<file path="src/rtl/isqrt_pkg.sv">
// Shared types and constants for the iterative isqrt block.
// The state enum and the default radicand/result widths live here.
package isqrt_pkg;

    typedef enum logic {
        IDLE,
        CALC
    } isqrt_state_t;

    localparam int ISQRT_W     = 32;
    localparam int ISQRT_RES_W = ISQRT_W / 2;

endpackage

</file>
<file path="src/rtl/isqrt_step.sv">
// One restoring square-root digit step: consumes the top two radicand
// bits and produces the next partial remainder and partial root.
module isqrt_step #(
    parameter int WIDTH = 32
) (
    input  logic [WIDTH/2+1:0] rem,
    input  logic [WIDTH/2-1:0] root,
    input  logic [1:0]         bits,
    output logic [WIDTH/2+1:0] rem_nxt,
    output logic [WIDTH/2-1:0] root_nxt
);

    localparam int RW    = WIDTH / 2;
    localparam int REM_W = RW + 2;

    logic [REM_W-1:0] rem_t;
    logic [REM_W-1:0] trial;
    logic             take;

    // Trial subtraction of (root<<2)|1 from the shifted-in remainder.
    always_comb begin
        rem_t    = REM_W'({rem, bits});
        trial    = {root, 2'b01};
        take     = (rem_t >= trial);
        rem_nxt  = take ? (rem_t - trial) : rem_t;
        root_nxt = {root[RW-2:0], take};
    end

endmodule

</file>
<file path="src/rtl/isqrt_iter_fsm.sv">
// Iterative floor(sqrt(x)), one root bit per clock, WIDTH/2+1 cycle latency.
// Optional ISQRT_DROP_CNT_EN adds a saturating count of requests seen while busy.
module isqrt_iter_fsm
    import isqrt_pkg::*;
#(
    parameter int WIDTH = ISQRT_W
) (
    input  logic               clk,
    input  logic               rst,
    input  logic               x_vld,
    input  logic [WIDTH-1:0]   x,
    output logic               y_vld,
`ifdef ISQRT_DROP_CNT_EN
    output logic [WIDTH/2-1:0] y,
    output logic [7:0]         drop_cnt
`else
    output logic [WIDTH/2-1:0] y
`endif
);

    localparam int RW    = WIDTH / 2;
    localparam int REM_W = RW + 2;
    localparam int IW    = (RW > 1) ? $clog2(RW) : 1;

    isqrt_state_t     state;
    isqrt_state_t     state_nxt;
    logic             load;
    logic             last;

    logic [REM_W-1:0] rem_q;
    logic [RW-1:0]    root_q;
    logic [WIDTH-1:0] rad_q;
    logic [IW-1:0]    iter_q;

    logic [REM_W-1:0] rem_nxt;
    logic [RW-1:0]    root_nxt;

    isqrt_step #(
        .WIDTH (WIDTH)
    ) u_step (
        .rem      (rem_q),
        .root     (root_q),
        .bits     (rad_q[WIDTH-1 -: 2]),
        .rem_nxt  (rem_nxt),
        .root_nxt (root_nxt)
    );

    // State register.
    always_ff @(posedge clk) begin
        if (rst) state <= IDLE;
        else     state <= state_nxt;
    end

    // Next state plus load/finish strobes for the datapath.
    always_comb begin
        state_nxt = state;
        load      = 1'b0;
        last      = 1'b0;
        unique case (state)
            IDLE: begin
                if (x_vld) begin
                    load      = 1'b1;
                    state_nxt = CALC;
                end
            end
            CALC: begin
                if (iter_q == '0) begin
                    last      = 1'b1;
                    state_nxt = IDLE;
                end
            end
            default: state_nxt = IDLE;
        endcase
    end

    // Datapath: load operands, iterate, register the result on the last step.
    always_ff @(posedge clk) begin
        if (rst) begin
            rem_q  <= '0;
            root_q <= '0;
            rad_q  <= '0;
            iter_q <= '0;
            y      <= '0;
            y_vld  <= 1'b0;
        end else begin
            y_vld <= last;
            if (load) begin
                rad_q  <= x;
                rem_q  <= '0;
                root_q <= '0;
                iter_q <= IW'(RW - 1);
            end else if (state == CALC) begin
                rem_q  <= rem_nxt;
                root_q <= root_nxt;
                rad_q  <= rad_q << 2;
                iter_q <= iter_q - 1'b1;
            end
            if (last) y <= root_nxt;
        end
    end

`ifdef ISQRT_DROP_CNT_EN
    // Saturating count of requests that arrive while busy.
    always_ff @(posedge clk) begin
        if (rst) begin
            drop_cnt <= '0;
        end else if (state == CALC && x_vld && drop_cnt != 8'hFF) begin
            drop_cnt <= drop_cnt + 8'd1;
        end
    end
`endif

endmodule

</file>
<file path="config.mk">
export PLATFORM = sky130hd
export DESIGN_NAME = isqrt_iter_fsm
export DESIGN_NICKNAME = d
export VERILOG_FILES = /design/src/rtl/isqrt_pkg.sv /design/src/rtl/isqrt_step.sv /design/src/rtl/isqrt_iter_fsm.sv
export SDC_FILE = /design/constraint.sdc
export NUM_CORES = 1
export LEC_CHECK = 0
export BUFFER_PORTS_ARGS = -buffer_cell sky130_fd_sc_hd__buf_2
export CORE_AREA = 8 8 87 109
export CTS_CLUSTER_DIAMETER = 150
export DETAILED_ROUTE_END_ITERATION = 12
export DIE_AREA = 0 0 95 117
export PLACE_DENSITY = 0.78
export SLEW_MARGIN = 10
export SYNTH_ARGS = -nofsm -noshare
export SYNTH_HDL_FRONTEND = slang
export SYNTH_SLANG_ARGS = --single-unit
export TNS_END_PERCENT = 100
</file>
<file path="constraint.sdc">
create_clock -name clk -period 2.9 [get_ports clk]
set_input_delay 0.58 -clock clk [delete_from_list [all_inputs] [get_ports clk]]
set_output_delay 0.58 -clock clk [all_outputs]
set_load 0.02 [all_outputs]
</file>
Word-level counts from Yosys, hierarchy flattened. Index checks and enable logic that the tools add are counted. W data, S select, Z words.

Flip-flop bits (word level): 86. Logic and storage cells: 25.

Add/sub/neg operators: 2. Order comparisons: 1. Muxes and demuxes: 11. Bitwise gates (word level): 1. Reduce and logical (&&, ||, !) cells: 3.

Operator list (number): $mux W32 (2); $ge A18 B18 Y1 (1); $mux W16 (1); $sub A16 B16 Y16 (1); $mux W4 (2); $mux W1 (5); $logic_not A4 Y1 (1); $sub A4 B1 Y4 const B (1); $pmux W1 S2 (1); $reduce_bool A2 Y1 (1); $reduce_or A2 Y1 (1); $not A1 Y1 (1).

Logic depth before layout (Yosys ltp). Gate-level depths: netlist of the first run.

Depth in word-level cells: 3. Mapped depth: 11.

Modules after synthesis. A second synthesis of the first run with hierarchy kept.

Cells, all modules: 528. Area, all modules: 4803.4 µm².

Modules (own cells, without submodules): isqrt_iter_fsm (instances 1, cells an instance 344, area each 3428.3 µm²); isqrt_step (instances 1, cells an instance 184, area each 1375.1 µm²).

Worst setup path before layout of the first run. No wires, ideal clock.

Path kind: register to register. From: register root_q[5]. To: register rem_q[11]. Setup time: 0.086 ns. Data arrival time: 2.137 ns. Setup slack: 0.678 ns. Cell stages (with the launch flop): 12. Path through: dfxtp_1 -> inv_1 -> ha_1 -> buf_2 -> a21o_1 -> a31o_1 -> nor2b_4 -> nor3_4 -> a31oi_4 -> buf_6 -> mux2i_1 -> a211oi_1.

Cells in the longest elaborated chain, start to end: 2.

RTL lines: start, declared (line isqrt_iter_fsm.sv:31) `logic [RW-1:0] root_q;`; start signal, assigned (line isqrt_iter_fsm.sv:94) `root_q <= root_nxt;`; $sub A16 B16 Y16 / $ge A18 B18 Y1 (equally long branches) (line isqrt_step.sv:25, isqrt_step.sv:24); $mux W16 * (line isqrt_step.sv:25) `rem_nxt = take ? (rem_t - trial) : rem_t;`; end signal, assigned (line isqrt_iter_fsm.sv:93) `rem_q <= rem_nxt;`; end, declared (line isqrt_iter_fsm.sv:30) `logic [REM_W-1:0] rem_q;`.

Mark *: on every way between the ends. The rest lies on a longest branch, timed or not. A chain may end at the register's enable or synchronous reset.

Worst setup path after layout of the first run.
From: register root_q[5]. To: register rem_q[1].

Cells in the longest elaborated chain, start to end: 2.

RTL lines: $ge A18 B18 Y1 (line isqrt_step.sv:24) `take = (rem_t >= trial);`; $mux W16 (line isqrt_step.sv:25).

Every way passes these cells.

==> impl_metrics.json, run 1 <==
{
  "outcome": "finished, final reports clean",
  "ys_warn_count": 0,
  "fin_util_pct": 61.6,
  "diodes": 0,
  "rsz0062_at_grt": "false",
  "period_share_pct": 92.2,
  "yosysTopAreaCell": "dfxtp_1",
  "die_area_um2": 11100,
  "ys_seq_elements": 86,
  "synth_most_common_cell": "nor2_1",
  "dp_hpwl_um": 6850,
  "placedCellCount": 643,
  "synth-edff-count": 0,
  "ctsResizeCount": 0,
  "tritoncts": "built",
  "wire_per_inst_um": 14.9,
  "start_kind": "register",
  "wirelength_um": 9830,
  "reg2reg_to": "rem_q[1]$_SDFFE_PP0P_",
  "drt_iter0_drc": 132,
  "cts_buffer_depth": 2,
  "critPathLaunch": "root_q[5]$_SDFFE_PP0P_",
  "min_path_cells": 2,
  "final_area_um2": 4880,
  "drc": 0,
  "setup.worst_path.end": "rem_q[1]$_SDFFE_PP0P_",
  "power_mw": 3.19,
  "final_cell_count_no_fill": 660,
  "clkTransAtPathRegs_ns": 0.09,
  "r2r_slack_ns": 0.23,
  "routed_via_density": 5.60,
  "die_h_um": 117,
  "insertion_delay_ns": 0.37,
  "root_buffer": "clkbuf_8",
  "syn_avg_cell_area_um2": 8.39,
  "initial_core_util_pct": 55.3,
  "cp-end-kind": "register",
  "final_max_slew_viol_count": 0,
  "cts.sinks": 86,
  "grt_pass1_wl_um": 16200,
  "first_pass_iters": 5,
  "htree_num_levels": 3,
  "r2r_cells": 9,
  "ir_drop_v": 0.000416,
  "numPortBuffers": 51,
  "core_um2": 7920,
  "vias": 3697,
  "hold_violations": 0,
  "ys_types": 49,
  "postCtsHoldBufs": 0,
  "io_pins": 52,
  "grt.total_usage_pct": 18.3,
  "cp.required_ns": 3.22,
  "antenna_found_initial": 0,
  "syn_inst": 522,
  "die_w_um": 95,
  "worstMarginPinSlew_ns": 0.881,
  "drv_cap": 0,
  "place_area_um2": 4670,
  "gp_congestion": 0.933,
  "ys_seq_area_share_pct": 39.3,
  "fin_worst_skew_ns": 0.00980,
  "maxSlewHeadroom_pct": 41.2,
  "fin_setup_tns_ns": 0,
  "cp.arrival_ns": 2.99,
  "fin_nets": 613,
  "fp-row-count": 37,
  "synth_top_area_share_pct": 39.3,
  "hold_path_class": "register to register",
  "yosys-top-cells-count": "nor2_1 (89), dfxtp_1 (86), a21oi_1 (64), mux2i_1 (59), nand2_1 (42)",
  "grt_pass1_vias": 3555,
  "period_minus_slack_ns": 2.67,
  "setup_viol_count_final": 0,
  "power_density_nw_per_um2": 654,
  "synth_top_cells_by_area": "dfxtp_1 (39%), mux2i_1 (13%), nor2_1 (7.6%)",
  "leakage_nw": 2.10,
  "cts_made_buffers": 9,
  "drtAntennaViolNets": 0,
  "synth_nets": 577,
  "grt_max_degree": 86,
  "yosys_most_used_dff": "dfxtp_1",
  "synthArstFlopShare_pct": 0,
  "cp_max_fo": 10,
  "critical_path_class": "register to register",
  "syn2layout_area_growth_pct": 11.4,
  "drive_gt1_share_pct": 14.7,
  "post_cts_buffers": 0,
  "r2r_start": "root_q[5]$_SDFFE_PP0P_",
  "clock.fmax_mhz": 374,
  "syn_area_um2": 4380,
  "gr-total-overflow": 0
}
-- how the worst min path moves through the flow --
stage	startpoint	end	slack [ns]
after floorplan	rem_q[14]$_SDFFE_PP0P_	rem_q[14]$_SDFFE_PP0P_	0.43
after detailed placement	y[5]$_SDFFE_PP0P_	y[5]$_SDFFE_PP0P_	0.45
after CTS	y[5]$_SDFFE_PP0P_	y[5]$_SDFFE_PP0P_	0.46
after global placement	y[9]$_SDFFE_PP0P_	y[9]$_SDFFE_PP0P_	0.44
final	y[14]$_SDFFE_PP0P_	y[14]$_SDFFE_PP0P_	0.46
after global routing	rem_q[14]$_SDFFE_PP0P_	rem_q[14]$_SDFFE_PP0P_	0.48
-- flip-flops by register name, summed over array words and instances (netlist names) --
name and count:
rad_q 32, state 1, y 16, y_vld 1, root_q 16, iter_q 4
rem_q 16
-- stage by stage --
step / hold WS [ns] / setup WS, ns
6_report: 0.459 / 0.226
3_5_place_dp: 0.451 / 0.198
2_1_floorplan: 0.433 / 0.678
3_3_place_gp: 0.445 / 0.318
5_1_grt: 0.482 / 0.0731
4_1_cts: 0.464 / 0.179
-- area by class of cell --
cell class | count | area [um2]
fill | 701 | 3040
multi-input combinational | 382 | 2450
sequential | 86 | 1730
timing repair buffer | 57 | 300
clock buffer | 10 | 149
tap | 97 | 121
inverter | 22 | 82.6
clock inverter | 6 | 50.0
-- routing by layer --
metal	GRT usage (%)	part of all wire, %
met1	18.9	40
met2	33.4	53
met3	5.23	4.0
met4	8.35	2.8
met5	0	0
-- layout by cell type, fill, tap and decap left out, types with 2 or more instances in the layout --
master	Yosys	final
a211oi_1	9	9
xnor2_1	13	13
mux2i_1	59	59
a31oi_1	2	2
ha_1	20	20
nand2b_1	4	4
nor2_1	89	89
nor3_1	11	11
clkbuf_8	0	9
dfxtp_1	86	85
clkinv_2	0	2
o21a_1	4	4
inv_8	0	2
a21o_1	7	7
and2_1	2	2
nand4_1	3	3
xor2_1	3	3
nand3_1	5	5
inv_1	22	22
o21ai_0	14	14
buf_2	3	51
a21oi_1	64	64
nand2_1	42	42
o21ai_1	6	6
buf_4	1	6
-- kinds of logic (layout without fill, tap and decap cells) --
family          Yosys count  count (layout)  synth area share (%)
mux                      59              59                  13.5
compound gates          119             120                  16.5
buf+inv                  55              95                  5.06
xor+xnor                 16              16                  3.20
simple gates            167             167                  16.8
flops                    86              86                  39.3
fa+ha+maj                20              20                  5.71
-- worst max-delay path, stage by stage, from the launching register on --
cell,delay [ns]
dfxtp_1,0.39
inv_1,0.06
ha_1,0.37
a21o_1,0.24
a31o_1,0.24
nor2b_4,0.14
nor3_4,0.29
a31oi_2,0.33
or4_1,0.49
nand3_1,0.08
-- power breakdown --
group          leakage (nW)  internal (mW)  switching (mW)
clock                 0.106          0.377           0.469
sequential            0.702           1.25          0.0641
combinational          1.29          0.459           0.574
No activity file was read; power rests on OpenSTA's default activity.
==> inputs of run 2 (changes only) <==
Settings changed: SETUP_SLACK_MARGIN set to 0.3.
==> run 2 against run 1 <==
Effect of this change: clock power barely moved; sequential power is essentially flat; via count grew 0.32%; register-to-register slack gained 0.23 ns; total power rose by 5.2%; clock skew about the same; hold slack is essentially flat.
==> impl_metrics.json, run 2 (synthesis gave the netlist of run 1 again) <==
{
  "outcome": "finished, final reports clean",
  "fill_cells": 688,
  "cp_num_buf_inv": 1,
  "io_pins": 52,
  "worstMarginPinSlew_ns": 0.888,
  "layout_commonest_cell": "nor2_1",
  "grt.total_usage_pct": 18.4,
  "routed_via_density": 5.58,
  "clkPwrFrac_pct": 25.3,
  "root_buffer": "clkbuf_8",
  "final_max_slew_viol_count": 0,
  "maxSlewHeadroom_pct": 40.8,
  "cp.arrival_ns": 2.76,
  "wirelength_um": 9810,
  "numPortBuffers": 51,
  "mostFrequentLayoutCells": "nor2_1 (89), dfxtp_1 (85), a21oi_1 (64)",
  "top_register": "rad_q",
  "clock.fmax_mhz": 408,
  "ir_drop_v": 0.000475,
  "leakage_nw": 2.14,
  "cts.sinks": 86,
  "drtAntennaViolNets": 0,
  "die_area_um2": 11100,
  "max_stage_delay_ns": 0.45,
  "clkTransAtPathRegs_ns": 0.09,
  "htree_num_levels": 3,
  "fp-row-count": 37,
  "cp-end-kind": "register",
  "hold_path_class": "register to register",
  "first_pass_iters": 4,
  "path_delay_family": "simple AND/OR/NAND/NOR gates",
  "tritoncts": "built",
  "p_int_mw": 2.21,
  "final_area_um2": 4950,
  "drive_gt1_share_pct": 15.7,
  "period_minus_slack_ns": 2.45,
  "fin_worst_skew_ns": 0.00990,
  "cp.required_ns": 3.22,
  "antenna_found_initial": 0,
  "insertion_delay_ns": 0.37,
  "cts_made_buffers": 9,
  "p_switching_mw": 1.14,
  "p_seq_share_pct": 39.1,
  "vias": 3709,
  "fin_setup_tns_ns": 0,
  "initial_core_util_pct": 55.3,
  "fin_util_pct": 62.6,
  "diodes": 0,
  "gp_congestion": 0.933,
  "drv_cap": 0,
  "cp_max_fo": 10,
  "grt_pass1_wl_um": 16200,
  "path_cells": "inv_1, ha_1, and2b_1, o2111ai_2, a211oi_2, nor3_4, a31oi_4, or4_1, nand3_1",
  "largest_reg_flops": 32,
  "die_h_um": 117,
  "critical_path_class": "register to register",
  "syn2layout_area_growth_pct": 13.1,
  "period_share_pct": 84.4,
  "dp_hpwl_um": 6850,
  "comb_power_share_pct": 35.6,
  "setup_viol_count_final": 0,
  "rsz0062_at_grt": "false",
  "place_area_um2": 4670,
  "power_density_nw_per_um2": 678,
  "drt_iter0_drc": 130,
  "die_w_um": 95,
  "fin_nets": 618,
  "grt_max_degree": 86,
  "gr-total-overflow": 0,
  "start_kind": "register",
  "grt_pass1_vias": 3588,
  "hold_violations": 0,
  "cts_buffer_depth": 2,
  "wire_per_inst_um": 14.7,
  "postCtsHoldBufs": 0,
  "worst_path_max_delay_cell": "or4_1",
  "core_um2": 7920,
  "drc": 0,
  "switching_share_pct": 34.0
}
-- run 2: path summary, 6_finish.rpt --
kind,depth (start not counted),slack [ns],to,startpoint
worst max-delay path,9,0.45,rem_q[1]$_SDFFE_PP0P_,root_q[0]$_SDFFE_PP0P_
worst min register to register,2,0.46,y[14]$_SDFFE_PP0P_,y[14]$_SDFFE_PP0P_
worst max register to register,9,0.45,rem_q[1]$_SDFFE_PP0P_,root_q[0]$_SDFFE_PP0P_
worst min-delay path,2,0.46,y[14]$_SDFFE_PP0P_,y[14]$_SDFFE_PP0P_
-- run 2: area by class of cell --
cell class,count,area [um2],area share (%)
clock inverters,6,50.0,1.01
flip-flops and latches,86,1730,34.8
clock buffers,10,149,3.01
well taps,97,121,2.45
repair buffers,62,363,7.33
inverters,22,82.6,1.67
multi-input cells,382,2460,49.7
-- run 2: worst reg2reg max path, stage by stage (launching register included) --
cell and delay (ns):
dfxtp_1 0.37, inv_1 0.05, ha_1 0.34, and2b_1 0.21
o2111ai_2 0.24, a211oi_2 0.13, nor3_4 0.30, a31oi_4 0.22
or4_1 0.46, nand3_1 0.08
-- run 2: timing repair --
action	in CTS	in global routing
gates resized for setup	1	1
cloned	1	0
buffers inserted	0	5
pin swaps	1	2
setup endpoints to repair	15	14
-- run 2: power groups by stage --
stage | registers, mW | clock network, mW | logic (mW)
after global routing | 1.32 | 0.913 | 1.31
after global placement | 1.34 | 0 | 0.973
after detailed placement | 1.34 | 0 | 1.00
after CTS | 1.31 | 0.869 | 1.04
after floorplan | 1.31 | 0 | 0.872
final | 1.31 | 0.848 | 1.20
-- run 2: through the flow --
step | worst slack, ns | hold WS (ns) | power [mW] | std cells
after CTS | 0.299 | 0.464 | 3.23 | 660
after global routing | 0.299 | 0.482 | 3.54 | 665
after detailed placement | 0.198 | 0.451 | 2.34 | 643
final | 0.452 | 0.458 | 3.36 | 665
after floorplan | 0.678 | 0.433 | 2.19 | 522
after global placement | 0.318 | 0.445 | 2.31 | 643
-- run 2: layer usage --
| layer | routed length [um] | share of wire, % | global-route usage, % |
|---|---|---|---|
| met5 | 0 | 0 | 0 |
| met3 | 343 | 3.5 | 4.79 |
| met2 | 5190 | 53 | 33.5 |
| met1 | 3960 | 40 | 19.1 |
| met4 | 310 | 3.2 | 8.66 |
==> inputs of run 3 (changes only) <==
Clock period 2.9 ns to 2.6 ns, I/O delays scaled along.
==> run 3 against run 2 <==
Effect of this change: register-to-register slack got worse by 0.30 ns; first-iteration DRC count grew 62%; global-route usage increased by 1.4 points; design area grew 12%; sequential share of layout area shrank 3.1 points; clock skew increased by 0.0069 ns; critical path depth increased by 2; maximum frequency is 0.20% higher; non-clock buffer count increased by 35; largest power group is now combinational logic; highest routed layer unchanged.
==> impl_metrics.json, run 3 (synthesis gave the netlist of run 1 again) <==
{
  "outcome": "finished, final reports clean",
  "htree_num_levels": 3,
  "comb_power_share_pct": 40.7,
  "final_area_um2": 5540,
  "setup_viol_count_final": 0,
  "die_area_um2": 11100,
  "whs_endpoint": "rad_q[0]$_SDFFE_PP0P_",
  "core_um2": 7920,
  "start_kind": "register",
  "cp_max_fo": 6,
  "die_h_um": 117,
  "vias": 3988,
  "cts.sinks": 86,
  "initial_core_util_pct": 55.3,
  "r2r_start": "root_q[5]$_SDFFE_PP0P_",
  "cp-end-kind": "register",
  "grt.total_usage_pct": 19.8,
  "cts_buffer_depth": 2,
  "maxSlewHeadroom_pct": 55.3,
  "drv_cap": 0,
  "diodes": 0,
  "wire_per_inst_um": 16.7,
  "clkTransAtPathRegs_ns": 0.09,
  "p_switching_mw": 1.45,
  "switching_share_pct": 32.6,
  "clock.fmax_mhz": 409,
  "largest_reg_flops": 32,
  "wirelength_um": 11700,
  "io_pins": 52,
  "p_int_mw": 2.99,
  "grt_max_degree": 67,
  "min_path_cells": 3,
  "fin_util_pct": 69.9,
  "place_area_um2": 4730,
  "drt_iter0_drc": 211,
  "fin_setup_tns_ns": 0,
  "numPortBuffers": 51,
  "drtAntennaViolNets": 0,
  "drive_gt1_share_pct": 27.1,
  "grt_pass1_wl_um": 17500,
  "dp_hpwl_um": 6920,
  "multi_input_area_um2": 2650,
  "gr-total-overflow": 0,
  "routed_via_density": 5.71,
  "antenna_found_initial": 0,
  "r2r_slack_ns": 0.16,
  "hold_violations": 0,
  "cp.arrival_ns": 2.67,
  "seq_area_um2": 1760,
  "reg2reg_to": "rem_q[9]$_SDFFE_PP0P_",
  "power_density_nw_per_um2": 801,
  "gp_congestion": 0.863,
  "cts_made_buffers": 9,
  "tritoncts": "built",
  "die_w_um": 95,
  "drc": 0,
  "rsz0062_at_grt": "true",
  "mostFrequentLayoutCells": "nor2_1 (89), dfxtp_1 (67), a21oi_1 (63)",
  "fp-row-count": 37,
  "critical_path_class": "register to register",
  "hold_path_class": "input pin to register",
  "top_register": "rad_q",
  "final_max_slew_viol_count": 0,
  "clkPwrFrac_pct": 26.3,
  "ir_drop_v": 0.000473,
  "period_share_pct": 94.0,
  "syn2layout_area_growth_pct": 26.4,
  "period_minus_slack_ns": 2.44,
  "first_pass_iters": 5,
  "insertion_delay_ns": 0.37,
  "min-delay-start": "x[0]",
  "cp.required_ns": 2.83,
  "fill_cells": 593,
  "p_seq_share_pct": 33.0,
  "grt_pass1_vias": 3817,
  "layout_commonest_cell": "nor2_1",
  "root_buffer": "clkbuf_8",
  "r2r_cells": 11,
  "worstMarginPinSlew_ns": 0.671,
  "fin_nets": 652,
  "fin_worst_skew_ns": 0.0168,
  "leakage_nw": 2.36
}
## run 3: cell count changes in the layout (fill, tap and decap cells not counted), moves of 3 or more
cell,change
buf_4,+29
ha_1,-12
dfxtp_4,+4
dfxtp_2,+14
dfxtp_1,-18
inv_2,+5
ha_4,+13
inv_1,-6
buf_6,+4
bufinv_16,+3
## run 3: worst max path at each step
stage	from	endpoint	slack, ns	depth (start not counted)
global placement	root_q[5]$_SDFFE_PP0P_	rem_q[1]$_SDFFE_PP0P_	0.28	10
CTS	root_q[0]$_SDFFE_PP0P_	rem_q[6]$_SDFFE_PP0P_	0.28	11
detailed placement	root_q[5]$_SDFFE_PP0P_	rem_q[1]$_SDFFE_PP0P_	0.22	10
finish	root_q[5]$_SDFFE_PP0P_	rem_q[9]$_SDFFE_PP0P_	0.16	11
global route	root_q[5]$_SDFFE_PP0P_	rem_q[7]$_SDFFE_PP0P_	0.08	11
floorplan	root_q[5]$_SDFFE_PP0P_	rem_q[11]$_SDFFE_PP0P_	0.38	11
## run 3: power by group through the flow
stage          Combinational, mW  Clock [mW]  Sequential [mW]
6_report                    1.80        1.17             1.46
3_5_place_dp                1.19           0             1.48
4_1_cts                     1.52        1.18             1.46
2_1_floorplan              0.973           0             1.46
5_1_grt                     1.90        1.23             1.47
3_3_place_gp                1.17           0             1.48
## run 3: repair_timing
item                                    CTS  global route
setup buffers                            11            20
hold buffers                              0             0
cloned                                    2             0
pin swaps                                13            21
resized for setup                        35            36
endpoints found under the setup margin   12            18
## run 3: area by class of cell
type / count / share of cell area, %
clock inverter: 6 / 2.12
sequential: 86 / 31.8
timing repair buffer: 97 / 12.2
inverter: 22 / 1.54
clock buffer: 10 / 2.31
tap: 97 / 2.19
multi-input combinational: 381 / 47.9
## run 3: metrics by stage
stage	hold WS [ns]	worst slack [ns]	std cells	total power [mW]
6_report	0.448	0.157	699	4.43
2_1_floorplan	0.433	0.378	522	2.44
3_3_place_gp	0.443	0.283	650	2.64
4_1_cts	0.443	0.277	679	4.16
5_1_grt	0.470	0.0838	699	4.61
3_5_place_dp	0.443	0.218	650	2.67
## run 3: worst max-delay path, cell delays in order, from the launching register on
cell	delay, ns
dfxtp_2	0.35
inv_1	0.07
ha_4	0.27
buf_6	0.11
nand4_1	0.24
nor2_1	0.27
nand2_1	0.13
a31oi_4	0.25
buf_6	0.16
buf_12	0.14
mux2i_4	0.22
a211oi_2	0.09
## run 3: per-layer routing
layer  vias to the layer above  wire length (um)  part of all wire [%]  track usage [%]
met5                         -                 0                     0                0
met4                         0               354                   3.0             10.0
met3                        30               492                   4.2             5.30
met2                       114              6240                    53             35.0
met1                      1901              4590                    39             21.1
li1                       1943                 -                     -                -
